`src/rtl/gpr_wb_queue.sv`:
```
// gpr_wb_queue: writeback FIFO draining jal/datapath register writes onto the regfile port, with a bypass lookup.
module gpr_wb_queue #(
  parameter int DEPTH = 4,
  parameter int DW    = 32,
  parameter int AW    = 5
) (
  input  logic                   clk,
  input  logic                   rst,
  input  logic                   in_valid,
  output logic                   in_ready,
  input  logic [AW-1:0]          in_rd,
  input  logic [DW-1:0]          in_data,
  input  logic                   jal_valid,
  output logic                   jal_ready,
  input  logic [DW-1:0]          jal_addr,
  input  logic                   wr_stall,
  output logic [AW-1:0]          rw,
  output logic [DW-1:0]          busW,
  output logic                   regWrite,
  input  logic [AW-1:0]          q_ra,
  output logic                   q_hit,
  output logic [DW-1:0]          q_data,
  output logic [$clog2(DEPTH):0] count
);
  localparam int PW = $clog2(DEPTH);
  localparam int CW = PW + 1;
  logic [AW-1:0] rd_q [DEPTH];
  logic [DW-1:0] data_q [DEPTH];
  logic [PW-1:0] wr_ptr_q, rd_ptr_q;
  logic [CW-1:0] count_q, count_d;
  logic [AW-1:0] rw_q, enq_rd;
  logic [DW-1:0] busw_q, enq_data;
  logic          regwrite_q, full, push, deq;
  assign full      = count_q == CW'(DEPTH);
  assign jal_ready = !full;
  assign in_ready  = !full && !jal_valid;
  assign enq_rd    = jal_valid ? AW'(31) : in_rd;
  assign enq_data  = jal_valid ? jal_addr : in_data;
  // writes to r0 still complete the handshake but never occupy a slot
  assign push      = ((jal_valid && jal_ready) || (in_valid && in_ready)) && enq_rd != '0;
  assign deq       = count_q != '0 && !wr_stall;
  assign count_d   = count_q + CW'(push) - CW'(deq);
  always_ff @(posedge clk or negedge rst) begin
    if (!rst) begin
      wr_ptr_q   <= '0;
      rd_ptr_q   <= '0;
      count_q    <= '0;
      rw_q       <= '0;
      busw_q     <= '0;
      regwrite_q <= 1'b0;
    end else begin
      if (push) wr_ptr_q <= wr_ptr_q + 1'b1;
      if (deq) begin
        rd_ptr_q <= rd_ptr_q + 1'b1;
        rw_q     <= rd_q[rd_ptr_q];
        busw_q   <= data_q[rd_ptr_q];
      end
      regwrite_q <= deq;
      count_q    <= count_d;
    end
  end
  always_ff @(posedge clk) begin
    if (push) begin
      rd_q[wr_ptr_q]   <= enq_rd;
      data_q[wr_ptr_q] <= enq_data;
    end
  end
  // oldest-to-youngest scan so the newest matching entry wins; output register is lowest priority
  always_comb begin
    q_hit  = regwrite_q && rw_q == q_ra;
    q_data = q_hit ? busw_q : '0;
    for (int k = 0; k < DEPTH; k++) begin
      if (CW'(k) < count_q && rd_q[rd_ptr_q + PW'(k)] == q_ra) begin
        q_hit  = 1'b1;
        q_data = data_q[rd_ptr_q + PW'(k)];
      end
    end
    if (q_ra == '0) begin
      q_hit  = 1'b0;
      q_data = '0;
    end
  end
  assign rw       = rw_q;
  assign busW     = busw_q;
  assign regWrite = regwrite_q;
  assign count    = count_q;
endmodule

```
`config.mk`:
```
export PLATFORM = sky130hd
export DESIGN_NAME = gpr_wb_queue
export DESIGN_NICKNAME = d
export VERILOG_FILES = /design/src/rtl/gpr_wb_queue.sv
export SDC_FILE = /design/constraint.sdc
export NUM_CORES = 1
export LEC_CHECK = 0
export ABC_AREA = 1
export BUFFER_PORTS_ARGS = -buffer_cell sky130_fd_sc_hd__buf_2
export CAP_MARGIN = 20
export CELL_PAD_IN_SITES_DETAIL_PLACEMENT = 0
export CELL_PAD_IN_SITES_GLOBAL_PLACEMENT = 1
export CORE_MARGIN = 3
export CORE_UTILIZATION = 39
export DETAILED_ROUTE_END_ITERATION = 8
export GPL_TIMING_DRIVEN = 0
export PLACE_DENSITY = 0.88
export SYNTH_ARGS = -nofsm -noshare
export SYNTH_HDL_FRONTEND = slang
export SYNTH_SLANG_ARGS = --single-unit
```
`constraint.sdc`:
```
create_clock -name clk -period 3 [get_ports clk]
set_input_delay 0.3 -clock clk [delete_from_list [all_inputs] [get_ports clk]]
set_output_delay 0.3 -clock clk [all_outputs]
set_load 0.05 [all_outputs]
```
**Word level (Yosys, flattened, before mapping)**

Memories as Yosys holds them, arrays and structs flattened.
Index checks and enable logic that the tools add are counted.

- Bits in registers: 45
- Latch bits: 0
- RAM bits: 148
- Memory bits (read-only): 0
- Input bits: 79
- Output and inout bits: 76
- Logic and storage cells: 56
- Memories kept: 2

- Add/subtract/negate cells: 6
- Multipliers: 0
- Div/mod/pow operators: 0
- $lt $le $gt $ge: 4
- Equal/unequal tests: 6
- Shifts and indexed selects: 0
- Muxes and demuxes: 15
- Bitwise operators: 0
- Reductions and logical operators: 17

Memories:

| memory | words | width | read ports | clocked after Yosys merged registers in | wr ports | RTL line | text |
|---|---|---|---|---|---|---|---|
| data_q | 4 | 32 | 4 | 0 | 1 | 28 | `logic [DW-1:0] data_q [DEPTH];` |
| rd_q | 4 | 5 | 4 | 0 | 1 | 27 | `logic [AW-1:0] rd_q [DEPTH];` |

Operators by type and width:

| kind | number |
|---|---|
| 2-to-1 mux 32 bit | 7 |
| equality test 5 bit | 5 |
| logical AND 1 bit | 10 |
| 2-to-1 mux 1 bit | 7 |
| < comparator 1 x 3 -> 1 bit, first input constant | 2 |
| < comparator 2 x 3 -> 1 bit, first input constant | 2 |
| zero test 5 bit | 1 |
| 2-to-1 mux 5 bit | 1 |
| nonzero test 5 bit | 1 |
| adder 2 x 1 -> 2 bit, second input constant | 2 |
| adder 2 bit, second input constant | 2 |
| adder 3 x 1 -> 3 bit | 1 |
| equality test 3 bit, second input constant | 1 |
| zero test 1 bit | 3 |
| nonzero test 3 bit | 1 |
| subtractor 3 x 1 -> 3 bit | 1 |
| logical OR 1 bit | 1 |

**Logic depth before layout (Yosys ltp)**

Gate-level depths: netlist of the first run.

- Word-level depth: 8
- Mapped depth: 16
- Mapped depth without buffers: 13

**Least setup slack after synthesis of the first run**

No wires, ideal clock.

- Path kind: reg2reg
- Start point: register count_q[1], in the netlist count[1]
- End point: memory data_q[0][0] (enable)
- Library setup time: 0.431 ns
- Data arrival time: 3.202 ns
- Data required time: 2.569 ns
- Path slack: -0.634 ns
- Stages on the path, launching flop included: 5
- Buffers on the path: 0
- Period minus slack after synthesis: 3.634 ns
- Cell sequence: dfrtp_1 -> nor3_1 -> inv_1 -> o221ai_1 -> nor2_1

- Cells in the longest elaborated chain, start to end: 8
- Elaborated cells on any way between the ends: 9
- Those cells by class: 1 x eq/ne; 2 x mux; 6 x reduce/logical

RTL lines:

| what | RTL line | text |
|---|---|---|
| start: declaration | 30 | `logic [CW-1:0] count_q, count_d;` |
| start signal: assignment | 59 | `count_q <= count_d;` |
| equality test 3 bit (*) | 34 | `assign full = count_q == CW'(DEPTH);` |
| zero test 1 bit (*) | 35 | `assign jal_ready = !full;` |
| via jal_ready | 14 | `output logic jal_ready,` |
| logical AND 1 bit | 36 | `assign in_ready = !full && !jal_valid;` |
| logical AND 1 bit | 40 | `assign push = ((jal_valid && jal_ready) \|\| (in_valid && in_ready)) && enq_rd != '0;` |
| logical OR 1 bit (*) | 40 |  |
| logical AND 1 bit (*) | 40 |  |
| 2-to-1 mux 1 bit (*) | 63 | `if (push) begin` |
| 2-to-1 mux 1 bit (not written as such) (*) | 65 | `data_q[wr_ptr_q] <= enq_data;` |
| end: declaration | 28 |  |

The timed path passes the listed nets; every way through them passes the cells marked *.

**Final worst setup path of the first run**

- Start point: register rd_ptr_q[0]
- End point: output q_data[6]

- Cells in the longest elaborated chain, start to end: 8
- Elaborated cells on any way between the ends: 18
- Those cells by class: 3 x add/sub; 4 x eq/ne; 5 x mux; 4 x reduce/logical; 2 x memory

RTL lines:

| what | RTL line | text |
|---|---|---|
| start: declaration | 29 | `logic [PW-1:0] wr_ptr_q, rd_ptr_q;` |
| start signal: assignment | 54 | `rd_ptr_q <= rd_ptr_q + 1'b1;` |
| adder 2 x 1 -> 2 bit or memory read (4 x 5 bit) (tied branches) | - |  |
| memory read (4 x 5 bit) or equality test 5 bit (tied branches) | - |  |
| equality test 5 bit or logical AND 1 bit (tied branches) | 73 | `if (CW'(k) < count_q && rd_q[rd_ptr_q + PW'(k)] == q_ra) begin` |
| logical AND 1 bit or 2-to-1 mux 32 bit (tied branches) | 73 |  |
| 2-to-1 mux 32 bit (2 in series) | 73 |  |
| 2-to-1 mux 32 bit (*) | 73 |  |
| 2-to-1 mux 32 bit (*) | 78 | `if (q_ra == '0) begin` |
| end: declaration | 22 | `output logic [DW-1:0] q_data,` |

Mark *: on every way between the ends. The rest lies on a longest branch, timed or not.

==> implementation parameters, run 1 <==
Parameter                              Value

Global route
  Initial antenna violation count    0
  Wire length of the first global-routing pass    68,300 um
  Met1 global-route usage    between 30% and 40%
  Global routing usage summed across all routing layers    26.5%
  Maximum number of pins on one net before global-route repair    27
  M3 GR Usage    4.85%
  Routing layer with the top usage in global route    met2
  Met2 global-route usage    43.2%
  GR Overflow Total    0
  Number of global-route vias before repair    approximately 12,000

Final layout
  # fillers    about 2,900
  FF+latch area    5570 um2
  Share of the core filled with cells    between 50% and 60%
  Multi-input combinational cell area    approximately 6400 um2
  Area growth syn-to-layout    28.1%
  Commonest cells after routing, fill and taps aside    nand2_1 (705), o21ai_0 (259), edfxtp_1 (148)
  Most common cell after layout, fill and taps aside    nand2_1
  Antenna cell count    0
  Ratio of cells with drive above 1 in the final layout    between 20% and 30%
  Number of nets at the end of the flow    a little over 2,000

Detailed routing
  Total iterations of the first detailed-routing run    8
  Vias per inst    about 5.3
  Number of DRC markers in iteration 0    between 1,000 and 1,500
  Final routed DRC violation total    0
  Routed Antenna Nets    0
  Total via count after detailed routing    ~12,000
  Average wire per standard cell    19.4 um
  Routed wire length    around 45,000 um

STA
  Crit path time final    ~3.3 ns
  Share of the clock period used by the worst path after layout    109%
  Top achievable clock speed    0.305 GHz
  Slew Limit Fails    0
  Setup slack of the critical path after layout    -0.280 ns
  Relative slew slack    between 30% and 40%
  Number of hold-slack violations in the final timing report    0
  Unrepaired setup endpoints after global routing    yes
  Final clock skew    between 0.01 and 0.015 ns
  Setup TNS Final    -6.89 ns
  Transition time of the tightest slew-check pin    0.981 ns
  Final setup violation count    33

Clocking
  Count of clock tree sinks    approximately 190
  Num CTS Buffers    17
  CTS tree    yes
  Root buffer cell    clkbuf_16
  CTS max path bufs    2
  Clock latency of the later-clocked register in the worst-skew pair    approximately 0.45 ns
  Maximum level of the CTS H-tree    4
  Clock-pin slew reported for the worst setup and hold paths after clock tree synthesis    0.08 ns

Place
  Dpl hpwl    approximately 32,000 um
  Gp weighted congestion    roughly 0.9
  Quantity of I/O buffers inserted on ports    between 150 and 200

Outcome
  Status    complete, but fails checks
  Failing checks    setup timing

Die
  Overall die area    33,700 um2
  Std cell rows    64
  Die boundary height    between 150 and 200 um
  Boundary Pins    between 150 and 200
  Starting Density    between 30% and 40%
  Area of the core    between 30,000 and 40,000 um2
  Horiz. Die Dim    approximately 180 um

Yosys
  Synth Net Count    1,808
  Synthesized netlist cell count    1,720
  Proportion of netlist area held by the largest area contributor    36.1%
  Fraction of the yosys area taken by sequential cells    between 40% and 50%
  Biggest area contributors in the synthesized netlist    edfxtp_1 (36%), nand2_1 (23%), o21ai_0 (12%), dfrtp_1 (9.1%), nor2_1 (3.8%)
  Warnings from Yosys    0
  Cell area after technology mapping    12,300 um2
  Dominant cell type by area after synthesis    edfxtp_1
  Count of state elements after synthesis    just under 200
  Post-Syn Area per Cell    around 7.2 um2
  Number of different library cells in the post-synthesis netlist    37

Setup path
  Setup crit end kind    primary output
  Crit start category    flop
  Highest net fanout along the worst path    6
  Worst endpoint data arrival time    just under 3 ns
  Critical setup path kind    reg -> out
  Worst endpoint required time    2.70 ns

Flow run
  Max Cap Viol    0

Hold path
  Min-delay worst type    in -> reg
-- sequential cells by signal, indices dropped and copies added (netlist names) --
name,count
busW,32
rd_q,20
rw,5
data_q,128
regWrite,1
count,3
wr_ptr_q,2
rd_ptr_q,2
-- kinds of logic after synthesis --
kind of cell / share of synthesized area (%)
flip-flops: 45.2
adder cells (fa/ha/maj): 0.976
buffers and inverters: 7.88
AO/OA/AOI/OAI: 14.5
XOR/XNOR: 0.844
multiplexers: 0.0813
AND/OR/NAND/NOR: 30.5
-- final timing paths --
path / endpoint / depth (start not counted) / start / slack [ns]
hold / removal: data_q[1][5] / 3 / in_data[5] / 0.19
max in group asynchronous: rd_ptr_q[1] / 3 / rst / 1.99
setup reg to reg: count[2] / 9 / count[2] / 0.40
setup / recovery: q_data[6] / 18 / rd_ptr_q[0] / -0.28
hold reg to reg: busW[15] / 2 / busW[15] / 0.51
min in group asynchronous: busW[0] / 2 / rst / 0.42
-- metal layers --
layer,routed length (um),vias up
met5,0,-
met4,978,0
met3,4250,69
met2,20900,649
met1,19300,5780
li1,-,5990
-- area by class of cell --
cell class	count	share of cell area (%)
Sequential cell	193	35.3
Timing Repair Buffer	195	10.1
Clock buffer	17	2.70
Multi-Input combinational cell	1320	40.4
Tap cell	396	3.14
Clock inverter	15	1.05
Buffer	109	4.90
Inverter	98	2.38
-- worst max-delay path: stages (launching register included) --
cell	delay (ns)
dfrtp_2	0.46
buf_8	0.17
buf_12	0.14
buf_12	0.13
o21ai_4	0.16
nand2_2	0.08
nand2_1	0.06
nand2_1	0.05
nand2_2	0.09
nor2_4	0.06
buf_12	0.13
nand3_4	0.10
buf_12	0.13
clkbuf_16	0.15
nor2_2	0.03
nor2_1	0.08
nand2_1	0.07
a21oi_2	0.21
buf_6	0.19
-- synth_stat cells --
cell / instances
inv_1: 93
buf_2: 27
o221ai_1: 1
o21a_1: 1
clkbuf_1: 52
o22ai_1: 1
buf_4: 5
nor2_1: 123
nand3_2: 3
nand3_1: 31
dfrtp_1: 45
xnor2_1: 2
xor2_2: 1
nand3_4: 1
mux2i_1: 1
ha_1: 8
nand2_1: 755
nand2_2: 1
o21ai_2: 2
edfxtp_1: 148
inv_2: 1
nor2_2: 31
and3_1: 1
o21ai_1: 13
a21oi_1: 23
xor2_1: 8
clkinv_1: 3
fa_1: 1
a21oi_2: 14
buf_12: 2
buf_6: 13
or2_2: 3
buf_1: 12
inv_4: 1
nand4_1: 3
o21ai_0: 287
nor3_1: 3
-- stage by stage --
| stage | setup slack [ns] | instances | area, um2 | hold WS [ns] |
|---|---|---|---|---|
| finish | -0.280 | 2343 | 15800 | 0.191 |
| global route | -0.383 | 2343 | 15800 | 0.203 |
| CTS | -0.275 | 2338 | 15500 | 0.173 |
| detailed placement | -0.487 | 2276 | 13700 | 0.382 |
| global placement | -1.23 | 2269 | 13600 | 0.491 |
| floorplan | -0.0991 | 1720 | 12300 | 0.00441 |
-- repair_timing --
action,CTS,global route
buffers inserted,23,5
endpoints found under the hold margin,19,0
setup endpoints to repair,33,35
cloned,7,2
resized for setup,236,95
hold buffers,1,0
pin swaps,31,46
Power of run 1 is not shown: default switching activity piles up to over one toggle a cycle in this logic, so the estimate is an artifact.
==> run 2: changes to the inputs <==
HOLD_SLACK_MARGIN = 0.02   (was unset)
PLACE_DENSITY = unset   (was 0.88)
PLACE_DENSITY_LB_ADDON = 0.1   (was unset)
==> run 2 against run 1 <==
Compared with the run above:
- sequential share of layout area increased by 0.39 points
- the run still ends with setup timing left
- register-to-register slack got worse by 0.24 ns
- critical path depth decreased by 5
- die area unchanged
- worst hold slack got worse by 0.013 ns
- sequential cell count unchanged
==> implementation parameters, run 2 (synthesized netlist as in run 1, its figures left out) <==
Parameter                              Value

Setup path
  Crit start category    flop
  Worst flop-to-flop path startpoint    count[0]
  Setup crit end kind    primary output
  Worst path slowest cell    dfrtp_1
  Highest net fanout along the worst path    10 (+4)
  Cell-by-cell trace of the critical path    buf_6, buf_12, clkbuf_16, buf_12, buf_6, nand2_1, o21ai_0, o21ai_1, nand4_1, nand2_1, nand2_1, a21oi_2, buf_6
  Highest cell delay on the worst timing path    0.42 ns (-0.04 ns)
  Worst endpoint required time    2.70 ns (about the same)
  Critical Path Source    rd_ptr_q[0]
  Critical setup path kind    reg -> out
  Worst endpoint data arrival time    2.99 ns (about the same)

Die
  Die boundary height    184 um (unchanged)
  Std cell rows    64 (unchanged)
  Starting Density    39.9% (unchanged)
  Area of the core    30,800 um2 (unchanged)
  Overall die area    33,700 um2 (unchanged)
  Horiz. Die Dim    184 um (unchanged)
  Boundary Pins    155 (unchanged)

Detailed routing
  Routed Antenna Nets    0 (unchanged)
  Total iterations of the first detailed-routing run    5 (-3)
  Total via count after detailed routing    12,200 (-2.0%)
  Routed wire length    47,400 um (+4.3%)
  Average wire per standard cell    20.2 um (+4.3%)
  Vias per inst    5.23 (-1.9%)
  Final routed DRC violation total    0 (unchanged)
  Number of DRC markers in iteration 0    1,138 (-12%)

STA
  Transition time of the tightest slew-check pin    0.898 ns (-0.0826 ns)
  Final clock skew    0.00921 ns (-0.00502 ns)
  Slew Limit Fails    0 (unchanged)
  Number of hold-slack violations in the final timing report    0 (unchanged)
  Relative slew slack    40.1% (+5.5 points)
  Share of the clock period used by the worst path after layout    110% (+0.36 points)
  Unrepaired setup endpoints after global routing    yes
  Final setup violation count    33 (unchanged)
  Crit path time final    3.29 ns (+0.0107 ns)
  Setup slack of the critical path after layout    -0.291 ns (-0.0107 ns)
  Top achievable clock speed    0.304 GHz (-0.32%)

Clocking
  CTS tree    yes
  Clock latency of the later-clocked register in the worst-skew pair    0.45 ns (about the same)
  Root buffer cell    clkbuf_16
  Count of clock tree sinks    193 (unchanged)
  Clock-pin slew reported for the worst setup and hold paths after clock tree synthesis    0.08 ns (about the same)
  Maximum level of the CTS H-tree    4 (unchanged)
  CTS max path bufs    2 (unchanged)
  Num CTS Buffers    17 (unchanged)

Place
  Dpl hpwl    32,900 um (+3.3%)
  Quantity of I/O buffers inserted on ports    153 (unchanged)
  Gp weighted congestion    0.911 (+0.92%)
  Setup WS pre-CTS    -0.322 ns (+0.165 ns)
  Placed Instances    2,275 (-0.044%)

Outcome
  Failing checks    setup timing
  Status    complete, but fails checks

Final layout
  Commonest cells after routing, fill and taps aside    nand2_1 (734), o21ai_0 (277), edfxtp_1 (148)
  Most common cell after layout, fill and taps aside    nand2_1
  Final instance count without filler cells    2,342 (-0.043%)
  Ratio of cells with drive above 1 in the final layout    22.0% (-1.7 points)
  Area growth syn-to-layout    26.7%
  Number of nets at the end of the flow    2,021 (-0.049%)
  Register containing the most flip-flops in the final layout    data_q
  Antenna cell count    0 (unchanged)
  Flip-flop count of the largest register after layout    128 (unchanged)

Flow run
  Max Cap Viol    0 (unchanged)

Global route
  Global routing usage summed across all routing layers    27.3% (+0.75 points)
  Maximum number of pins on one net before global-route repair    27 (unchanged)
  Wire length of the first global-routing pass    68,800 um (+0.68%)
  GR Overflow Total    0 (unchanged)
  Initial antenna violation count    0 (unchanged)
  Number of global-route vias before repair    11,600 (-1.9%)

Hold path
  Min-delay worst type    in -> reg
  Worst min-delay path startpoint    in_rd[4]
## run 2: critical path, delay by kind of cell (launching register included)
family | cells | cell delay [ns]
compound gates | 3 | 0.64
buf+inv | 6 | 0.96
flops | 1 | 0.42
simple gates | 4 | 0.50
## run 2: worst paths after layout
path                              endpoint  slack [ns]  depth (start not counted)
worst max register to register    count[2]        0.16                          8
worst min-delay path            rd_q[0][4]        0.18                          2
worst max-delay path            q_data[30]       -0.29                         13
max in group asynchronous          busW[6]        1.97                          3
worst min register to register    busW[17]        0.51                          2
min in group asynchronous            rw[4]        0.43                          2
## run 2: what timing repair did
item | in CTS | in global routing
resized for setup | 194 | 81
pin swaps | 33 | 23
endpoints found under the setup margin | 35 | 33
endpoints found under the hold margin | 25 | 0
gates cloned | 5 | 7
setup buffers | 14 | 8
hold buffers | 1 | 0
## run 2: final cells by class
type | count | area (um2)
Inverter | 98 | 383
Multi-Input combinational cell | 1319 | 6140
Tap cell | 396 | 495
Buffer | 111 | 875
Clock buffer | 23 | 448
Timing Repair Buffer | 192 | 1510
Sequential cell | 193 | 5570
Fill cell | 3064 | 15200
Timing Repair inverter | 1 | 6.26
Clock inverter | 9 | 158
## run 2: metrics by stage
step | hold slack (ns) | utilization [%] | TNS (ns) | instance area, um2
2_1_floorplan | 0.00441 | - | -14.66 | 12300
3_3_place_gp | 0.485 | 44.1 | -190.46 | 13600
3_5_place_dp | 0.396 | 44.5 | -5.83 | 13700
4_1_cts | 0.156 | 49.1 | -5.96 | 15100
5_1_grt | 0.192 | 50.6 | -10.58 | 15600
6_report | 0.178 | 50.6 | -6.98 | 15600
## run 2: routing by layer
layer	track usage (%)	vias to the layer above	part of all wire, %
met2	45.1	509	47
met3	3.90	76	6.8
met1	37.1	5679	44
li1	-	5976	-
met4	8.68	0	2.5
met5	0	-	0
Power of run 2 is left out for the same reason.
==> run 3: changes to the inputs <==
PLACE_DENSITY = 0.84   (was unset)
PLACE_DENSITY_LB_ADDON = unset   (was 0.1)
==> run 3 against run 2 <==
Compared with the run above:
- the run still ends with setup timing left
- die area unchanged
- critical path type unchanged
- critical path depth up 2
- via count up 1.3%
- highest routed layer unchanged
- maximum frequency up 1.6%
- routed wire length decreased by 4.1%
- clock skew up 0.011 ns
==> implementation parameters, run 3 (synthesized netlist as in run 1, its figures left out) <==
Parameter                              Value

Outcome
  Status    complete, but fails checks
  Failing checks    setup timing

Final layout
  Ratio of cells with drive above 1 in the final layout    23.8% (+1.7 points)
  Flip-flop count of the largest register after layout    128 (unchanged)
  Antenna cell count    0 (unchanged)
  # fillers    3,013 (-1.7%)
  Most common cell after layout, fill and taps aside    nand2_1
  Number of nets at the end of the flow    2,022 (+0.049%)
  Register containing the most flip-flops in the final layout    data_q
  Area growth syn-to-layout    27.6%
  Commonest cells after routing, fill and taps aside    nand2_1 (710), o21ai_0 (242), edfxtp_1 (148)

Die
  Die boundary height    184 um (unchanged)
  Overall die area    33,700 um2 (unchanged)
  Horiz. Die Dim    184 um (unchanged)
  Std cell rows    64 (unchanged)
  Boundary Pins    155 (unchanged)
  Area of the core    30,800 um2 (unchanged)
  Starting Density    39.9% (unchanged)

Place
  Quantity of I/O buffers inserted on ports    153 (unchanged)
  Dpl hpwl    32,200 um (-2.0%)
  Gp weighted congestion    0.896 (-1.7%)

STA
  Number of hold-slack violations in the final timing report    0 (unchanged)
  Transition time of the tightest slew-check pin    0.979 ns (+0.0810 ns)
  Final setup violation count    33 (unchanged)
  Unrepaired setup endpoints after global routing    yes
  Share of the clock period used by the worst path after layout    108% (-1.7 points)
  Top achievable clock speed    0.309 GHz (+1.6%)
  Relative slew slack    34.7% (-5.4 points)
  Setup slack of the critical path after layout    -0.240 ns (+0.0508 ns)
  Slew Limit Fails    0 (unchanged)
  Hold Slack    0.172 ns (-0.00665 ns)
  Final clock skew    0.0206 ns (+0.0113 ns)
  Crit path time final    3.24 ns (-0.0508 ns)

Global route
  Maximum number of pins on one net before global-route repair    27 (unchanged)
  Number of global-route vias before repair    11,700 (+0.84%)
  Initial antenna violation count    0 (unchanged)
  Wire length of the first global-routing pass    68,100 um (-0.92%)
  GR Overflow Total    0 (unchanged)
  Global routing usage summed across all routing layers    26.5% (-0.78 points)

Setup path
  Worst endpoint data arrival time    2.94 ns (-0.05 ns)
  Critical setup path kind    reg -> out
  Highest net fanout along the worst path    10 (unchanged)
  Crit start category    flop
  Setup crit end kind    primary output
  Worst endpoint required time    2.70 ns (about the same)

Detailed routing
  Final routed DRC violation total    0 (unchanged)
  Total iterations of the first detailed-routing run    6 (+1)
  Average wire per standard cell    19.4 um (-4.2%)
  Total via count after detailed routing    12,400 (+1.3%)
  Routed Antenna Nets    0 (unchanged)
  Vias per inst    5.29 (+1.3%)
  Number of DRC markers in iteration 0    1,295 (+14%)
  Routed wire length    45,400 um (-4.1%)

Flow run
  Max Cap Viol    0 (unchanged)

Clocking
  CTS tree    yes
  Count of clock tree sinks    193 (unchanged)
  Root buffer cell    clkbuf_16
  Clock latency of the later-clocked register in the worst-skew pair    0.46 ns (about the same)
  CTS max path bufs    2 (unchanged)
  Clock-pin slew reported for the worst setup and hold paths after clock tree synthesis    0.08 ns (about the same)
  Num CTS Buffers    17 (unchanged)
  Maximum level of the CTS H-tree    4 (unchanged)

Hold path
  Min-delay worst type    in -> reg
run 3: what timing repair did:
item	CTS	global route
setup buffers	20	6
endpoints found under the hold margin	19	0
hold buffers	1	0
setup endpoints to repair	33	33
gates resized for setup	217	117
gates cloned	4	6
pin swaps	27	33
run 3: cell type report:
| class | instances | area, um2 | share of cell area (%) |
|---|---|---|---|
| multi-input cells | 1318 | 6270 | 39.9 |
| clock buffers | 17 | 425 | 2.71 |
| flip-flops and latches | 193 | 5570 | 35.5 |
| well taps | 396 | 495 | 3.15 |
| clock inverters | 15 | 200 | 1.27 |
| repair buffers | 194 | 1550 | 9.85 |
| repair inverters | 1 | 8.76 | 0.0557 |
| inverters | 98 | 380 | 2.42 |
| plain buffers | 111 | 817 | 5.20 |
run 3: layer usage:
metal  share of wire [%]  track usage, %  up-vias
met3                 8.1            4.21       72
met2                  45            41.7      568
met4                 2.5            8.90        0
met1                  44            37.4     5774
li1                    -               -     5985
met5                   0               0        -
run 3: through the flow:
stage | TNS (ns) | area [um2] | std cells | util, % | worst slack (ns)
6_report | -6.35 | 15700 | 2343 | 51.0 | -0.240
5_1_grt | -9.77 | 15700 | 2343 | 51.0 | -0.326
4_1_cts | -6.31 | 15300 | 2331 | 49.5 | -0.237
3_5_place_dp | -6.52 | 13700 | 2274 | 44.5 | -0.452
3_3_place_gp | -187.23 | 13600 | 2269 | 44.1 | -1.25
2_1_floorplan | -14.66 | 12300 | 1720 | - | -0.0991
run 3: critical path: stages (launching register included):
cell	delay, ns
dfrtp_2	0.48
buf_8	0.18
buf_12	0.15
buf_12	0.14
nand2_4	0.07
o21ai_4	0.06
nand2_1	0.06
nand2_1	0.06
xor2_1	0.15
nor2_2	0.18
nand3_4	0.18
inv_8	0.15
buf_8	0.15
nor2_1	0.07
a21oi_4	0.21
buf_6	0.19
run 3: path summary, 6_finish.rpt:
path,endpoint,slack [ns],cells after the start,startpoint
hold / removal,rd_q[1][4],0.17,2,in_rd[4]
setup reg to reg,count[1],0.20,7,count[2]
max in group asynchronous,rd_ptr_q[1],1.99,3,rst
min in group asynchronous,wr_ptr_q[0],0.40,2,rst
hold reg to reg,busW[19],0.51,2,busW[19]
setup / recovery,q_data[9],-0.24,15,rd_ptr_q[0]
Power of run 3 is left out for the same reason.
